<file path="src/rtl/fir_pkg.sv">
// Shared types and defaults for the FIR writeback engine.
package fir_pkg;

  typedef enum logic [1:0] {
    IDLE  = 2'd0,
    MAC   = 2'd1,
    WRITE = 2'd2
  } fir_state_t;

  localparam int FIR_MAX_TAPS = 8;
  localparam int FIR_DATA_W   = 32;
  localparam int FIR_ACC_W    = 64;

  localparam logic [4:0] REG_X0 = 5'd0;

endpackage

</file>
<file path="src/rtl/fir_mac_unit.sv">
// Signed multiply-accumulate: acc_next is the sum the register takes on an enabled edge.
module fir_mac_unit
  import fir_pkg::*;
#(
  parameter int DATA_W = FIR_DATA_W,
  parameter int ACC_W  = FIR_ACC_W
) (
  input  logic                     clock,
  input  logic                     reset,
  input  logic                     clear,
  input  logic                     enable,
  input  logic signed [DATA_W-1:0] coef,
  input  logic signed [DATA_W-1:0] sample,
  output logic signed [ACC_W-1:0]  acc_next
);

  logic signed [2*DATA_W-1:0] product;
  logic signed [ACC_W-1:0]    acc_reg;

  // Full-width product, sign-extended into the wrapping accumulator.
  assign product  = coef * sample;
  assign acc_next = acc_reg + ACC_W'(product);

  always_ff @(posedge clock) begin
    if (reset || clear) begin
      acc_reg <= '0;
    end else if (enable) begin
      acc_reg <= acc_next;
    end
  end

endmodule

</file>
<file path="src/rtl/fir_mac_writeback.sv">
// Sequential FIR engine: shifts in a sample, runs one tap per cycle, then writes
// the filtered result into the register file through the FIR write port.
module fir_mac_writeback
  import fir_pkg::*;
#(
  parameter int MAX_TAPS  = FIR_MAX_TAPS,
  parameter int DATA_W    = FIR_DATA_W,
  parameter int ACC_W     = FIR_ACC_W,
  parameter int OUT_SHIFT = 0
) (
  input  logic                          clock,
  input  logic                          reset,
  input  logic                          coef_we,
  input  logic [$clog2(MAX_TAPS)-1:0]   coef_addr,
  input  logic signed [DATA_W-1:0]      coef_wdata,
  input  logic [$clog2(MAX_TAPS):0]     taps_cfg,
  input  logic                          sample_valid,
  output logic                          sample_ready,
  input  logic signed [DATA_W-1:0]      sample_data,
  input  logic [4:0]                    dest_reg,
  output logic                          fir_we,
  output logic [4:0]                    fir_waddr,
  output logic [DATA_W-1:0]             fir_wdata,
  output logic                          busy,
  output logic                          done
);

  localparam int IDX_W = $clog2(MAX_TAPS);
  localparam logic [IDX_W:0] MAX_TAPS_L = (IDX_W+1)'(MAX_TAPS);
  localparam logic [IDX_W:0] ONE_L      = (IDX_W+1)'(1);

  fir_state_t               state_reg;
  logic [IDX_W-1:0]         idx_reg;
  logic [IDX_W-1:0]         last_reg;
  logic [IDX_W-1:0]         last_next;
  logic [4:0]               dest_hold_reg;
  logic                     fir_we_reg;
  logic [4:0]               fir_waddr_reg;
  logic [DATA_W-1:0]        fir_wdata_reg;
  logic                     done_reg;
  logic                     handshake;
  logic                     coef_write;
  logic signed [ACC_W-1:0]  acc_next;
  logic signed [DATA_W-1:0] delay_arr [MAX_TAPS];
  logic signed [DATA_W-1:0] coef_arr  [MAX_TAPS];

  assign sample_ready = (state_reg == IDLE) && !reset;
  assign busy         = (state_reg != IDLE);
  assign handshake    = sample_valid && sample_ready;
  assign coef_write   = coef_we && (state_reg == IDLE);
  assign fir_we       = fir_we_reg;
  assign fir_waddr    = fir_waddr_reg;
  assign fir_wdata    = fir_wdata_reg;
  assign done         = done_reg;

  // Stored as the index of the final tap so the MAC state can stop on equality.
  always_comb begin
    last_next = '0;
    if (taps_cfg == '0) begin
      last_next = '0;
    end else if (taps_cfg > MAX_TAPS_L) begin
      last_next = IDX_W'(MAX_TAPS - 1);
    end else begin
      last_next = IDX_W'(taps_cfg - ONE_L);
    end
  end

  genvar gi;
  generate
    for (gi = 0; gi < MAX_TAPS; gi++) begin : g_tap
      logic signed [DATA_W-1:0] d_reg;
      logic signed [DATA_W-1:0] c_reg;
      logic signed [DATA_W-1:0] d_in;

      if (gi == 0) begin : g_head
        assign d_in = sample_data;
      end else begin : g_body
        assign d_in = delay_arr[gi-1];
      end

      always_ff @(posedge clock) begin
        if (reset) begin
          d_reg <= '0;
          c_reg <= '0;
        end else begin
          if (handshake) begin
            d_reg <= d_in;
          end
          if (coef_write && (coef_addr == IDX_W'(gi))) begin
            c_reg <= coef_wdata;
          end
        end
      end

      assign delay_arr[gi] = d_reg;
      assign coef_arr[gi]  = c_reg;
    end
  endgenerate

  fir_mac_unit #(
    .DATA_W (DATA_W),
    .ACC_W  (ACC_W)
  ) u_mac (
    .clock    (clock),
    .reset    (reset),
    .clear    (handshake),
    .enable   (state_reg == MAC),
    .coef     (coef_arr[idx_reg]),
    .sample   (delay_arr[idx_reg]),
    .acc_next (acc_next)
  );

  always_ff @(posedge clock) begin
    if (reset) begin
      state_reg     <= IDLE;
      idx_reg       <= '0;
      last_reg      <= '0;
      dest_hold_reg <= '0;
      fir_we_reg    <= 1'b0;
      fir_waddr_reg <= '0;
      fir_wdata_reg <= '0;
      done_reg      <= 1'b0;
    end else begin
      fir_we_reg <= 1'b0;
      done_reg   <= 1'b0;
      case (state_reg)
        IDLE: begin
          if (handshake) begin
            state_reg     <= MAC;
            idx_reg       <= '0;
            last_reg      <= last_next;
            dest_hold_reg <= dest_reg;
          end
        end
        MAC: begin
          idx_reg <= idx_reg + 1'b1;
          // The final tap's sum is taken straight from the adder so the write
          // lands in the cycle right after the last MAC edge.
          if (idx_reg == last_reg) begin
            state_reg <= WRITE;
            done_reg  <= 1'b1;
            if (dest_hold_reg != REG_X0) begin
              fir_we_reg    <= 1'b1;
              fir_waddr_reg <= dest_hold_reg;
              fir_wdata_reg <= DATA_W'(acc_next >>> OUT_SHIFT);
            end
          end
        end
        WRITE: begin
          state_reg <= IDLE;
        end
        default: begin
          state_reg <= IDLE;
        end
      endcase
    end
  end

endmodule

</file>
<file path="config.mk">
export PLATFORM = sky130hd
export DESIGN_NAME = fir_mac_writeback
export DESIGN_NICKNAME = d
export VERILOG_FILES = /design/src/rtl/fir_pkg.sv /design/src/rtl/fir_mac_unit.sv /design/src/rtl/fir_mac_writeback.sv
export SDC_FILE = /design/constraint.sdc
export NUM_CORES = 2
export LEC_CHECK = 0
export CELL_PAD_IN_SITES_DETAIL_PLACEMENT = 2
export CELL_PAD_IN_SITES_GLOBAL_PLACEMENT = 2
export CORE_MARGIN = 4
export CORE_UTILIZATION = 43
export DETAILED_ROUTE_END_ITERATION = 10
export GPL_TIMING_DRIVEN = 0
export PLACE_DENSITY = 0.85
export SLEW_MARGIN = 30
export SYNTH_ARGS = -nofsm -noshare
export SYNTH_HDL_FRONTEND = slang
export SYNTH_SLANG_ARGS = --single-unit
</file>
<file path="constraint.sdc">
create_clock -name clock -period 15.1 [get_ports clock]
set_clock_uncertainty 0.15 [all_clocks]
set_input_delay 3.02 -clock clock [delete_from_list [all_inputs] [get_ports clock]]
set_output_delay 3.02 -clock clock [all_outputs]
set_load 0.05 [all_outputs]
</file>
; ---- After elaboration in Yosys (flattened, before gate mapping)
; Index checks and enable logic that the tools add are counted.
[totals]
register_bits = 628
in_bits = 80
output_inout_bits = 41
elab_cells = 85
[classes]
addsub = 3
multipliers = 1
n_lt_le_gt_ge = 2
n_eq_ne = 11
n_mux = 15
bitwise = 3
n_reduce_logical = 25
[op_table]
columns = op, n
row1 = binary-select mux 32 bit (select 3 bit), 2
row2 = 2-to-1 mux 32 bit, 4
row3 = adder 64 bit, 1
row4 = multiplier 32 x 32 -> 64 bit, 1
row5 = "equality test 3 bit, second input constant", 4
row6 = logical AND 1 bit, 11
row7 = 2-to-1 mux 3 bit, 3
row8 = "equality test 3 x 2 -> 1 bit, second input constant", 2
row9 = case mux 3 bit (2 select lines), 1
row10 = AND reduction 2 bit, 3
row11 = nonzero test 5 bit, 1
row12 = "greater-or-equal comparator 4 bit, second input constant", 1
row13 = "greater-than comparator 4 bit, second input constant", 1
row14 = logical NOT 4 bit, 1
row15 = 2-to-1 mux 2 bit, 2
row16 = inverter 3 -> 4 bit, 1
row17 = case mux 2 bit (2 select lines), 1
row18 = nonzero test 2 bit, 2
row19 = "adder 3 x 1 -> 3 bit, second input constant", 1
row20 = "equality test 3 x 1 -> 1 bit, second input constant", 1
row21 = equality test 3 bit, 1
row22 = logical NOT 3 bit, 1
row23 = AND reduction 3 bit, 1
row24 = OR reduction 3 bit, 1
row25 = 10 further kinds, 12

; ---- Depth between registers and ports, before layout
[logic_depth]
depth_word = 6
mapped_depth = 38

; ---- Cells and area by module
; A second synthesis with hierarchy kept.
[hier_totals]
hier_cells = 7392
area_unflattened_um2 = 67472.2
[modules_own_cells]
columns = module, instances, cells_each, area_per_inst_um2, seq_area_each_um2
row1 = fir_mac_unit, 1, 4656, 43013.8, 1281.2
row2 = fir_mac_writeback, 1, 2736, 24458.5, 11290.8

; ---- Worst setup path after synthesis
; Ideal clock, no wire load.
[synth_path]
path_type = register -> register
from = register idx_reg[2]
to = register fir_wdata_reg[31], in the netlist fir_wdata[31]
setup_ns = 0.066
arrival_time_ns = 8.540
required_ns = 14.884
slack_ns = 6.344
path_stages_with_launch = 36
synth_period_minus_slack_ns = 8.756
path_cell_list = dfxtp_1 > buf_2 > inv_2 > buf_4 > buf_4 > buf_4 > buf_4 > clkbuf_1 > nor2_1 > a221oi_1 > nand2_1 > fa_1 > inv_1 > fa_1 > fa_1 > inv_1 > fa_1 > inv_1 > ha_1 > ha_1 > fa_1 > inv_1 > fa_1 > inv_1 > ha_1 > a21o_1 > a221o_1 > a21oi_1 > a221oi_1 > a311o_1 > a21oi_1 > o21ai_0 > a31oi_1 > xnor2_1 > nand2_1 > a21oi_2
[synth_via]
elab_chain_len = 6
[synth_rtl]
columns = element, line_no
row1 = from (decl), fir_mac_writeback.sv:33  ; logic [IDX_W-1:0] idx_reg;
row2 = from (signal assigned), fir_mac_writeback.sv:136  ; idx_reg <= idx_reg + 1'b1;
row3 = inverter 3 -> 4 bit (not written as such), "fir_mac_writeback.sv:108, fir_mac_writeback.sv:109"
row4 = "binary-select mux 32 bit (select 3 bit), on equally long branches", "fir_mac_writeback.sv:108, fir_mac_writeback.sv:109"
row5 = "2-to-1 mux 32 bit, on equally long branches (2 in series)", "fir_mac_writeback.sv:108, fir_mac_writeback.sv:109"
row6 = multiplier 32 x 32 -> 64 bit, fir_mac_unit.sv:21  ; assign product = coef * sample;
row7 = adder 64 bit, fir_mac_unit.sv:22  ; assign acc_next = acc_reg + ACC_W'(product);
row8 = to (signal assigned), fir_mac_writeback.sv:145  ; fir_wdata_reg <= DATA_W'(acc_next >>> OUT_SHIFT);
row9 = to (decl), fir_mac_writeback.sv:39  ; logic [DATA_W-1:0] fir_wdata_reg;
; Parallel ways exist; a longest one is shown, timed or not. The select of a mux whose other input is x is not followed.
; A chain may end at the register's enable or synchronous reset.

; ---- Worst setup path after layout
; Ends and elaborated chain as after synthesis.

==> impl_metrics.yaml <==
outcome:
  run_status: "complete, no violations"
route:
  post_drt_via_cell_ratio: 6.16
  drc_errors: 0
  drtPass1Iterations: 5
  vias: 40209
  routed_wl_um: 217000
  postRouteAntennaNets: 0
  first_iter_violations: 3716
  wl_per_cell_um: 33.3
clock_tree:
  htree_levels: 3
  clk_latency_ns: 0.63
  post_cts_buffers: 0
  cts_hold_buf: 0
  cts_made_buffers: 70
  clock-sinks: 596
  cts_tree: "yes"
  cts_resized: 0
  cts.reportedPaths.clkPinSlew_ns: 0.06
  clockRootBuffer: "clkbuf_16"
  clock_path_buffers: 3
die:
  die_w_um: 323
  start_util: 0.433
  core_area_um2: 98400
  die_area_um2: 104000
  row_count: 115
  io_pins: 121
  die_h_um: 323
global_route:
  use_met3: 0.0992
  grt_first_pass_wirelength_um: 311000
  antenna_found_initial: 21
  met1_usage: 0.444
  grt_pass1_vias: 45820
  grt_use_met2: 0.677
  grt_usage: 0.411
  grt_busiest_layer: "met2"
  overflow: 0
  grt_max_degree: 13
timing:
  fmax_ghz: 0.0735
  slew_headroom: 0.214
  final.period_utilization: 0.900
  fin_setup_tns_ns: 0
  hold_violations: 0
  tightest_slew_ns: 1.18
  slew_viol_final: 0
  finalSetupViolCount: 0
  rsz0062_at_grt: "false"
  fin_crit_ns: 13.60
synthesis:
  syn_area_per_cell_um2: 8.52
  syn-instance-count: 5005
  syn_nets: 5676
  yosysTopAreaCellShare: 0.280
  ys_async_sr_fraction: 0
  synth_area_leaders: "dfxtp_1, fa_1, nand2_1, inv_1, nand2b_1"
  ys.flop_type: "dfxtp_1"
  yosysMostFrequentCell: "nand2_1"
  synth_seq_area_share: 0.280
  synth_common_cells: "nand2_1, dfxtp_1, inv_1"
  ys.warnings.count: 0
  synth_edf_count: 0
  synthDistinctLibCells: 79
  ys_ff_latch: 596
  synth_top_area_cell: "dfxtp_1"
  netlist_area_um2: 42700
final_layout:
  multi_input_area_um2: 27200
  drive_gt1_frac: 0.0760
  area.growth.synth_to_final_pct: 11.8
  final_util: 0.484
  fillerInstances: 10763
  final_nets: 5844
  seqCellArea_um2: 11900
setup_path:
  cp_common_cell: "fa_1"
  arrival_ns: 14.01
  end_kind: "register"
  crit_slowest_cell: "buf_1"
  path_delay_family: "buffers and inverters"
  crit_type: "reg2reg"
  cp_num_buf_inv: 12
  cp_slowest_stage_delay_ns: 0.85
  start_kind: "register"
  critPathRequiredTime_ns: 15.51
  cp_max_fo: 10
placed_design:
  io_buffers: 87
  place_congestion: 0.925
  place_hpwl_um: 160000
pwr:
  power_mw: 4.10
  max-vdd-ir-drop_mv: 0.0857
  p_leak_nw: 18.6
  p_per_area_nw_per_um2: 85.9
min_path:
  hp-class: "reg2reg"
run:
  cap_violations: 0
-- final timing paths --
| path | cells past startpoint | end | slack [ns] | start |
|---|---|---|---|---|
| hold / removal | 2 | g_tap[4].c_reg[25] | 0.31 | g_tap[4].c_reg[25] |
| setup / recovery | 34 | fir_wdata[31] | 1.50 | idx_reg[2] |
| hold reg to reg | 2 | g_tap[4].c_reg[25] | 0.31 | g_tap[4].c_reg[25] |
| setup reg to reg | 34 | fir_wdata[31] | 1.50 | idx_reg[2] |
-- worst reg2reg max path, delay by kind of cell, from the launching register on --
kind,cells,cell delay [ns]
buffers and inverters,12,4.38
adder cells (fa/ha/maj),9,4.08
AO/OA/AOI/OAI,10,3.66
XOR/XNOR,1,0.51
AND/OR/NAND/NOR,2,0.39
flip-flops,1,0.33
-- cells in the final DEF (no fill, tap or decap), types with 87 or more instances in the layout --
master / instances
nand2b_1: 318
clkdlybuf4s50_1: 87
clkbuf_1: 271
o21ai_0: 275
nand2_1: 1080
fa_1: 438
nor2_1: 300
ha_1: 153
dfxtp_1: 596
inv_1: 532
a21oi_1: 348
-- layer usage --
layer / routed length (um) / vias to the layer above / share of wire
li1: - / 16152 / -
met1: 76000 / 20671 / 0.35
met2: 100000 / 2321 / 0.46
met3: 18100 / 1045 / 0.083
met4: 22800 / 20 / 0.10
met5: 141 / - / 0.00065
-- cells by family (layout without fill, tap and decap cells) --
| family | count (synthesis) | after routing | synth area share |
|---|---|---|---|
| AO/OA/AOI/OAI | 804 | 804 | 0.108 |
| buffers and inverters | 894 | 1114 | 0.0867 |
| other | 0 | 11 | 0 |
| flip-flops | 596 | 596 | 0.280 |
| adder cells (fa/ha/maj) | 592 | 592 | 0.251 |
| multiplexers | 174 | 174 | 0.0636 |
| AND/OR/NAND/NOR | 1856 | 1856 | 0.191 |
| XOR/XNOR | 89 | 89 | 0.0203 |
-- stage by stage --
| step | cell area [um^2] | std cells | hold WS (ns) | setup WS (ns) |
|---|---|---|---|---|
| after detailed placement | 45400 | 6386 | 0.298 | 2.00 |
| after global placement | 45100 | 6379 | 0.287 | 1.68 |
| final | 47700 | 6523 | 0.306 | 1.50 |
| after global routing | 47700 | 6513 | 0.324 | 1.47 |
| after floorplan | 42700 | 5005 | 0.280 | 6.34 |
| after CTS | 47600 | 6510 | 0.307 | 1.83 |
-- where the power goes --
part | leakage [nW] | internal, mW | switching, mW
Combinational | 12.7 | 0.204 | 0.520
Clock | 1.10 | 0.976 | 0.753
Sequential | 4.82 | 1.61 | 0.0335
Total | 18.6 | 2.79 | 1.31
-- cell type report --
class / count / area share
flip-flops and latches: 596 / 0.250
inverters: 534 / 0.0420
well taps: 1287 / 0.0338
plain buffers: 360 / 0.0359
repair buffers: 96 / 0.0202
diodes: 11 / 0.000577
multi-input cells: 3515 / 0.570
clock buffers: 108 / 0.0440
clock inverters: 16 / 0.00297
Power figures use the tool's default switching activity.
